==> src/rtl/bt656_pkg.sv <==
// Shared BT.656 geometry, sync-word constants and the XYZ protection-bit helper.
package bt656_pkg;

  localparam logic [1:0] MODE_NTSC = 2'd0;
  localparam logic [1:0] MODE_PAL  = 2'd1;

  localparam logic [7:0] BLANK_C8  = 8'h80;
  localparam logic [7:0] BLANK_Y8  = 8'h10;
  localparam logic [7:0] PRE_ONES8 = 8'hFF;
  localparam logic [7:0] PRE_ZERO8 = 8'h00;

  typedef enum logic {
    ST_IDLE = 1'b0,
    ST_RUN  = 1'b1
  } state_e;

  // Active windows are inclusive line ranges; F=1 below f_top_end or from f_bot_start on.
  typedef struct packed {
    logic [10:0] hsize;
    logic [9:0]  vsize;
    logic [10:0] sav_start;
    logic [10:0] act_start;
    logic [9:0]  f_top_end;
    logic [9:0]  f_bot_start;
    logic [9:0]  act0_first;
    logic [9:0]  act0_last;
    logic [9:0]  act1_first;
    logic [9:0]  act1_last;
  } geom_t;

  localparam geom_t GEOM_NTSC = '{
    hsize: 11'd1716, vsize: 10'd525, sav_start: 11'd272, act_start: 11'd276,
    f_top_end: 10'd3, f_bot_start: 10'd265,
    act0_first: 10'd20, act0_last: 10'd262, act1_first: 10'd282, act1_last: 10'd524
  };

  localparam geom_t GEOM_PAL = '{
    hsize: 11'd1728, vsize: 10'd625, sav_start: 11'd284, act_start: 11'd288,
    f_top_end: 10'd0, f_bot_start: 10'd312,
    act0_first: 10'd22, act0_last: 10'd309, act1_first: 10'd335, act1_last: 10'd622
  };

  function automatic geom_t geom(input logic pal);
    return pal ? GEOM_PAL : GEOM_NTSC;
  endfunction

  function automatic logic [7:0] xyz(input logic f, input logic v, input logic h);
    return {1'b1, f, v, h, v ^ h, f ^ h, f ^ v, f ^ v ^ h};
  endfunction

endpackage

==> src/rtl/bt656_raster_cnt.sv <==
// Horizontal/vertical sample position counters with an end-of-frame strobe.
module bt656_raster_cnt
  import bt656_pkg::*;
(
  input  logic        clk,
  input  logic        resetn,
  input  logic        run_i,
  input  logic [10:0] hsize_i,
  input  logic [9:0]  vsize_i,
  output logic [10:0] hpos_o,
  output logic [9:0]  vpos_o,
  output logic        eof_o
);

  logic [10:0] hpos_q;
  logic [9:0]  vpos_q;

  wire h_last = (hpos_q == hsize_i - 11'd1);
  wire v_last = (vpos_q == vsize_i - 10'd1);

  // Counters rest at 0 outside RUN so a new run always starts at line 0, sample 0.
  wire [10:0] hpos_d = (!run_i || h_last) ? 11'd0 : hpos_q + 11'd1;
  wire [9:0]  vpos_d = !run_i ? 10'd0 :
                       (h_last ? (v_last ? 10'd0 : vpos_q + 10'd1) : vpos_q);

  always_ff @(posedge clk) begin
    if (!resetn) begin
      hpos_q <= 11'd0;
      vpos_q <= 10'd0;
    end else begin
      hpos_q <= hpos_d;
      vpos_q <= vpos_d;
    end
  end

  assign hpos_o = hpos_q;
  assign vpos_o = vpos_q;
  assign eof_o  = run_i & h_last & v_last;

endmodule

==> src/rtl/bt656_timing_gen.sv <==
// BT.656 timing generator: run/idle FSM, line decode, sync/blank/pixel output mux,
// upstream handshake and saturating underflow counter.
module bt656_timing_gen
  import bt656_pkg::*;
#(
  parameter int DATA_W  = 8,
  parameter int UFLOW_W = 16
) (
  input  logic               clk,
  input  logic               resetn,
  input  logic               enable,
  input  logic [1:0]         mode,
  input  logic [DATA_W-1:0]  din,
  input  logic               din_valid,
  output logic               din_rdy,
  output logic [10:0]        hcnt,
  output logic [10:0]        vcnt,
  output logic [DATA_W-1:0]  dout,
  output logic               frame_start,
  output logic               running,
  output logic               cfg_err,
  output logic [UFLOW_W-1:0] uflow_cnt
);

  // Preamble ones stay all-ones at 10 bits; every other 8-bit code is shifted up.
  function automatic logic [DATA_W-1:0] widen(input logic [7:0] v8);
    logic [DATA_W-1:0] w;
    w = DATA_W'(v8) << (DATA_W - 8);
    if (v8 == PRE_ONES8) w = '1;
    return w;
  endfunction

  state_e              state_q, state_d;
  logic                pal_q, pal_d;
  logic                cfg_err_q, cfg_err_d;
  logic [DATA_W-1:0]   dout_q, dout_d;
  logic                fs_q, fs_d;
  logic [UFLOW_W-1:0]  uflow_cnt_q;

  logic [10:0]         hpos;
  logic [9:0]          vpos;
  logic                eof;
  geom_t               g;

  logic                f_bit, v_bit, is_eav, is_sav, is_act;
  logic [10:0]         h_rel;
  logic [9:0]          v_rel;
  logic [DATA_W-1:0]   sync_word, blank_word;

  wire mode_rsvd = mode[1];

  assign g = geom(pal_q);

  bt656_raster_cnt u_raster (
    .clk     (clk),
    .resetn  (resetn),
    .run_i   (running),
    .hsize_i (g.hsize),
    .vsize_i (g.vsize),
    .hpos_o  (hpos),
    .vpos_o  (vpos),
    .eof_o   (eof)
  );

  always_ff @(posedge clk) begin
    if (!resetn) begin
      state_q   <= ST_IDLE;
      pal_q     <= 1'b0;
      cfg_err_q <= 1'b0;
    end else begin
      state_q   <= state_d;
      pal_q     <= pal_d;
      cfg_err_q <= cfg_err_d;
    end
  end

  // Mode is only (re)latched when starting from IDLE or on the last sample of a frame.
  always_comb begin
    state_d   = state_q;
    pal_d     = pal_q;
    cfg_err_d = cfg_err_q;
    case (state_q)
      ST_IDLE: begin
        if (enable) begin
          if (mode_rsvd) begin
            cfg_err_d = 1'b1;
          end else begin
            state_d = ST_RUN;
            pal_d   = (mode == MODE_PAL);
          end
        end
      end
      ST_RUN: begin
        if (eof) begin
          if (mode_rsvd) cfg_err_d = 1'b1;
          if (!enable || mode_rsvd) state_d = ST_IDLE;
          else                      pal_d   = (mode == MODE_PAL);
        end
      end
      default: state_d = ST_IDLE;
    endcase
  end

  always_comb begin
    running  = (state_q == ST_RUN);
    f_bit    = (vpos < g.f_top_end) || (vpos >= g.f_bot_start);
    v_bit    = !(((vpos >= g.act0_first) && (vpos <= g.act0_last)) ||
                 ((vpos >= g.act1_first) && (vpos <= g.act1_last)));
    is_eav   = (hpos < 11'd4);
    is_sav   = (hpos >= g.sav_start) && (hpos < g.act_start);
    is_act   = (hpos >= g.act_start);
    din_rdy  = running & is_act & ~v_bit;
    h_rel    = hpos - g.act_start;
    v_rel    = vpos - (f_bit ? g.act1_first : g.act0_first);
    hcnt     = din_rdy ? (h_rel >> 1) : 11'd0;
    vcnt     = din_rdy ? {v_rel, f_bit} : 11'd0;

    // EAV at 0 and SAV at a multiple of 4, so hpos[1:0] indexes the word in both.
    case (hpos[1:0])
      2'd0:    sync_word = widen(PRE_ONES8);
      2'd3:    sync_word = widen(xyz(f_bit, v_bit, is_eav));
      default: sync_word = widen(PRE_ZERO8);
    endcase
    // Blanking and the active window both begin on an even hpos, so C lands on even hpos.
    blank_word = hpos[0] ? widen(BLANK_Y8) : widen(BLANK_C8);

    if (!running)                dout_d = '0;
    else if (is_eav || is_sav)   dout_d = sync_word;
    else if (din_rdy && din_valid) dout_d = din;
    else                         dout_d = blank_word;

    fs_d = running && (hpos == 11'd0) && (vpos == 10'd0);
  end

  wire [UFLOW_W-1:0] uflow_cnt_d = (din_rdy && !din_valid && !(&uflow_cnt_q)) ?
                                   uflow_cnt_q + UFLOW_W'(1) : uflow_cnt_q;

  always_ff @(posedge clk) begin
    if (!resetn) begin
      dout_q      <= '0;
      fs_q        <= 1'b0;
      uflow_cnt_q <= '0;
    end else begin
      dout_q      <= dout_d;
      fs_q        <= fs_d;
      uflow_cnt_q <= uflow_cnt_d;
    end
  end

  assign dout        = dout_q;
  assign frame_start = fs_q;
  assign cfg_err     = cfg_err_q;
  assign uflow_cnt   = uflow_cnt_q;

endmodule
==> config.mk <==
export PLATFORM = sky130hd
export DESIGN_NAME = bt656_timing_gen
export DESIGN_NICKNAME = d
export VERILOG_FILES = /design/src/rtl/bt656_pkg.sv /design/src/rtl/bt656_raster_cnt.sv /design/src/rtl/bt656_timing_gen.sv
export SDC_FILE = /design/constraint.sdc
export NUM_CORES = 1
export LEC_CHECK = 0
export CORE_AREA = 2 2 97 99
export DETAILED_ROUTE_END_ITERATION = 7
export DIE_AREA = 0 0 99 101
export PLACE_DENSITY_LB_ADDON = 0.1
export SYNTH_ARGS = -nofsm -noshare
export SYNTH_HDL_FRONTEND = slang
export SYNTH_HIERARCHICAL = 1
export SYNTH_SLANG_ARGS = --single-unit
==> constraint.sdc <==
create_clock -name clk -period 6.3 [get_ports clk]
set_input_delay 0.945 -clock clk [delete_from_list [all_inputs] [get_ports clk]]
set_output_delay 0.945 -clock clk [all_outputs]
set_load 0.05 [all_outputs]
==> results.py <==
metrics = {
    "placed_design": {
        "portBuffers": 62,
        "dp_hpwl_mm": 8.72,
        "final_replace_weighted_congestion": 0.885,
    },
    "grt": {
        "grt_pass1_vias": 4075,
        "grt.overflow.total": 0,
        "initial_antenna_violation_count": 0,
        "grt_first_pass_wirelength_mm": 19.8,
        "tot_gr_track_use": 0.237,
        "maximum_number_of_pins_on_one_net_before_global_route_repair": 35,
    },
    "sta": {
        "timing.setup.tns_ps": 0,
        "grt_setup_unrepaired": "no",
        "final.setup_skew_ps": 7.67,
        "fmax_mhz": 181,
        "hold_viol": 0,
        "actual_slew_at_the_worst_max_slew_pin_ps": 1050,
        "report.final.slew_viol_count": 0,
        "fin_crit_ps": 5520,
        "finalSetupViolations": 0,
        "min_period_over_period": 0.876,
        "max-slew-margin-rel": 0.297,
    },
    "finish": {
        "final_cell_mix": "sky130_fd_sc_hd__nor2_1, sky130_fd_sc_hd__clkdlybuf4s50_1, sky130_fd_sc_hd__dfxtp_1, sky130_fd_sc_hd__conb_1, sky130_fd_sc_hd__inv_1",
        "antenna_cells_inserted": 0,
        "postLayoutCoreUtil": 0.600,
        "mostFrequentLayoutCell": "sky130_fd_sc_hd__nor2_1",
        "area_growth_pct": 22.5,
        "post_route_cells_drive_above_1_share": 0.0657,
        "nNetsFinal": 700,
    },
    "die": {
        "core_region_area_mm2": 0.00898,
        "die_x_um": 99,
        "floorplan.rows": 35,
        "effective_utilization_at_floorplan": 0.490,
        "io_pins": 64,
        "dieArea_mm2": 0.0100,
        "fp.dieH_um": 101,
    },
    "job": {
        "reported_max_cap_violation_count": 0,
    },
    "worst_setup_path": {
        "worst-setup-path-type": "register to output port",
        "critical-path-top-cell-by-count": "sky130_fd_sc_hd__inv_1",
        "setup.worst_path.start": "u_raster/vpos_o[8]",
        "critPathMaxFanout": 13,
        "crit_required_ps": 5350,
        "timing.critical_path.arrival_ps": 4570,
        "critPathTopFamily": "simple AND/OR/NAND/NOR gates",
        "start_kind": "register",
        "rr_startpoint": "pal_q",
        "worst_path_max_delay_cell": "sky130_fd_sc_hd__dfxtp_1",
        "crit_path_cell_trace": "nor4_2 > nor4b_1 > a221oi_2 > buf_4 > inv_1 > nand2_1 > inv_1 > ha_1 > inv_1 > fa_1 > a21o_1 > a21o_1 > a211o_1 > a211oi_1 > xor2_1 > nor2_1 > buf_12",
        "timing.critical_path.buf_inv": 5,
        "worst_path_largest_cell_delay_ps": 510,
        "setup.worst_path.end_class": "output port",
    },
    "clocking": {
        "clock_path_buffers": 2,
        "cts.clk_slew.worst_paths_ps": 90,
        "tritoncts": "built",
        "numClockSinks": 49,
        "h-tree-depth": 2,
        "cts.repair.resized": 0,
        "cts_buffers": 5,
        "clockRootBuffer": "sky130_fd_sc_hd__clkbuf_8",
        "later_pin_clock_latency_in_the_skew_report_ps": 310,
        "ctsHoldBuffers": 0,
        "post_cts_buffers": 0,
    },
    "route": {
        "first_pass_iters": 4,
        "drc_violation_total_after_the_first_tritonroute_iteration": 171,
        "wl_per_cell_um": 15.2,
        "route.vias.total": 4312,
        "detail_route.vias_per_cell": 5.64,
        "post-route-drc-count": 0,
        "detail-route-antenna-nets": 0,
        "wirelength_mm": 11.6,
    },
    "pwr": {
        "internal_power_component_uw": 431,
        "power.sequential.fraction": 0.523,
        "pwr_density_cell_mw_per_mm2": 113,
        "peak_supply_drop_uv": 88.1,
        "power.net_switching_uw": 177,
        "combPwrFrac": 0.161,
        "clkPwrFrac": 0.316,
        "post-layout-total-power_uw": 607,
        "switching_share": 0.291,
        "p_leak_nw": 2.11,
    },
    "synth": {
        "synth-warning-count": 6,
        "synth_enable_flop_cells": 0,
        "ys_ff_latch": 49,
        "ys_dominant_reg_cell": "sky130_fd_sc_hd__dfxtp_1",
        "proportion_of_synthesized_chip_area_in_sequential_cells": 0.223,
        "async_reset_ff_frac": 0,
        "post_synth.cell_area_avg_um2": 7.90,
        "synth_cell_types": 75,
        "netlist_instances": 557,
        "mappedNetlistArea_mm2": 0.00440,
    },
    "hold_path": {
        "min_from": "cfg_err",
        "min-delay-path-class": "register to register",
    },
    "outcome": {
        "outcome": "finished, final reports clean",
    },
}
-- synth_stat cells, drive strengths merged, types with 3 or more instances --
library cell / count / share of area
mux2i: 5 / 0.011
o21ai: 26 / 0.030
o211ai: 4 / 0.0068
a21boi: 3 / 0.0051
and3: 11 / 0.016
o31ai: 9 / 0.015
a221oi: 3 / 0.011
nand3: 19 / 0.022
clkbuf: 8 / 0.0068
a32o: 8 / 0.018
a21o: 7 / 0.012
inv: 33 / 0.028
ha: 32 / 0.091
buf: 15 / 0.026
a21oi: 32 / 0.036
or3: 8 / 0.011
o31a: 4 / 0.0080
o311ai: 3 / 0.0077
nand2: 32 / 0.027
xor2: 21 / 0.042
nor3: 12 / 0.015
nand2b: 12 / 0.017
nor4: 15 / 0.030
nand4: 12 / 0.017
nand4b: 5 / 0.0099
nor4b: 4 / 0.0094
xnor2: 27 / 0.054
nor2: 72 / 0.063
o21a: 4 / 0.0068
and2: 5 / 0.0071
o2bb2ai: 6 / 0.012
or4: 5 / 0.0085
a31oi: 4 / 0.0057
o21bai: 4 / 0.0077
dfxtp: 49 / 0.22
-- through the flow --
stage	cells	hold WS (ps)	cell area, µm²	setup WS [ps]
after floorplan	601	500	4570	109
after global placement	757	452	5300	1250
after detailed placement	757	473	5300	1170
after CTS	765	501	5390	825
after global routing	765	541	5390	470
final	765	500	5390	783
-- per-layer routing --
| layer | track usage | share of wire | up-vias |
|---|---|---|---|
| met3 | 0.0319 | 0.050 | 8 |
| met5 | 0 | 0 | - |
| met4 | 0.0358 | 0.0065 | 0 |
| li1 | - | - | 2185 |
| met1 | 0.332 | 0.48 | 2014 |
| met2 | 0.396 | 0.46 | 105 |
-- tightest hold or removal path, stage by stage (launching register included) --
cell,delay (ps)
sky130_fd_sc_hd__dfxtp_1,350
sky130_fd_sc_hd__a21oi_1,50
sky130_fd_sc_hd__nor2_1,70
-- cells by family (layout without fill, tap and decap cells) --
group / count (synthesis) / after routing / share of synthesized area
and+or+nand+nor: 227 / 227 / 0.282
AOI/OAI and AO/OA: 135 / 135 / 0.225
buffers and inverters: 56 / 109 / 0.0611
DFF: 49 / 49 / 0.223
xor gates and xnor gates: 48 / 48 / 0.0955
adders and majority gates: 33 / 33 / 0.0955
muxes: 7 / 7 / 0.0165
other: 2 / 46 / 0.00171
-- registers in the layout (all words and copies together) (netlist names) --
| name | cells |
|---|---|
| uflow_cnt | 16 |
| cfg_err | 1 |
| running | 1 |
| u_raster/vpos_o | 10 |
| u_raster/hpos_o | 11 |
| frame_start | 1 |
| pal_q | 1 |
| dout | 8 |
-- area by class of cell --
type | instances | area (µm²)
inverters | 33 | 124
well taps | 111 | 139
clock buffers | 6 | 72.6
clock inverters | 2 | 13.8
repair buffers | 68 | 741
fillers | 835 | 3590
multi-input cells | 496 | 3320
flip-flops and latches | 49 | 981
-- path summary, 6_finish.rpt --
| kind | to | slack (ps) | cells after the start |
|---|---|---|---|
| max | vcnt[9] | 780 | 17 |
| min | cfg_err | 500 | 2 |
| max reg2reg | dout[4] | 2730 | 15 |
| min reg2reg | cfg_err | 500 | 2 |
-- power groups by stage --
stage               Combinational [mW]  Sequential (mW)  Clock (mW)
floorplan                       0.0543            0.337           0
global placement                0.0946            0.325           0
detailed placement              0.0958            0.325           0
CTS                             0.0961            0.318       0.196
global route                     0.109            0.318       0.213
finish                          0.0980            0.317       0.192
No activity file was read; power rests on OpenSTA's default activity.
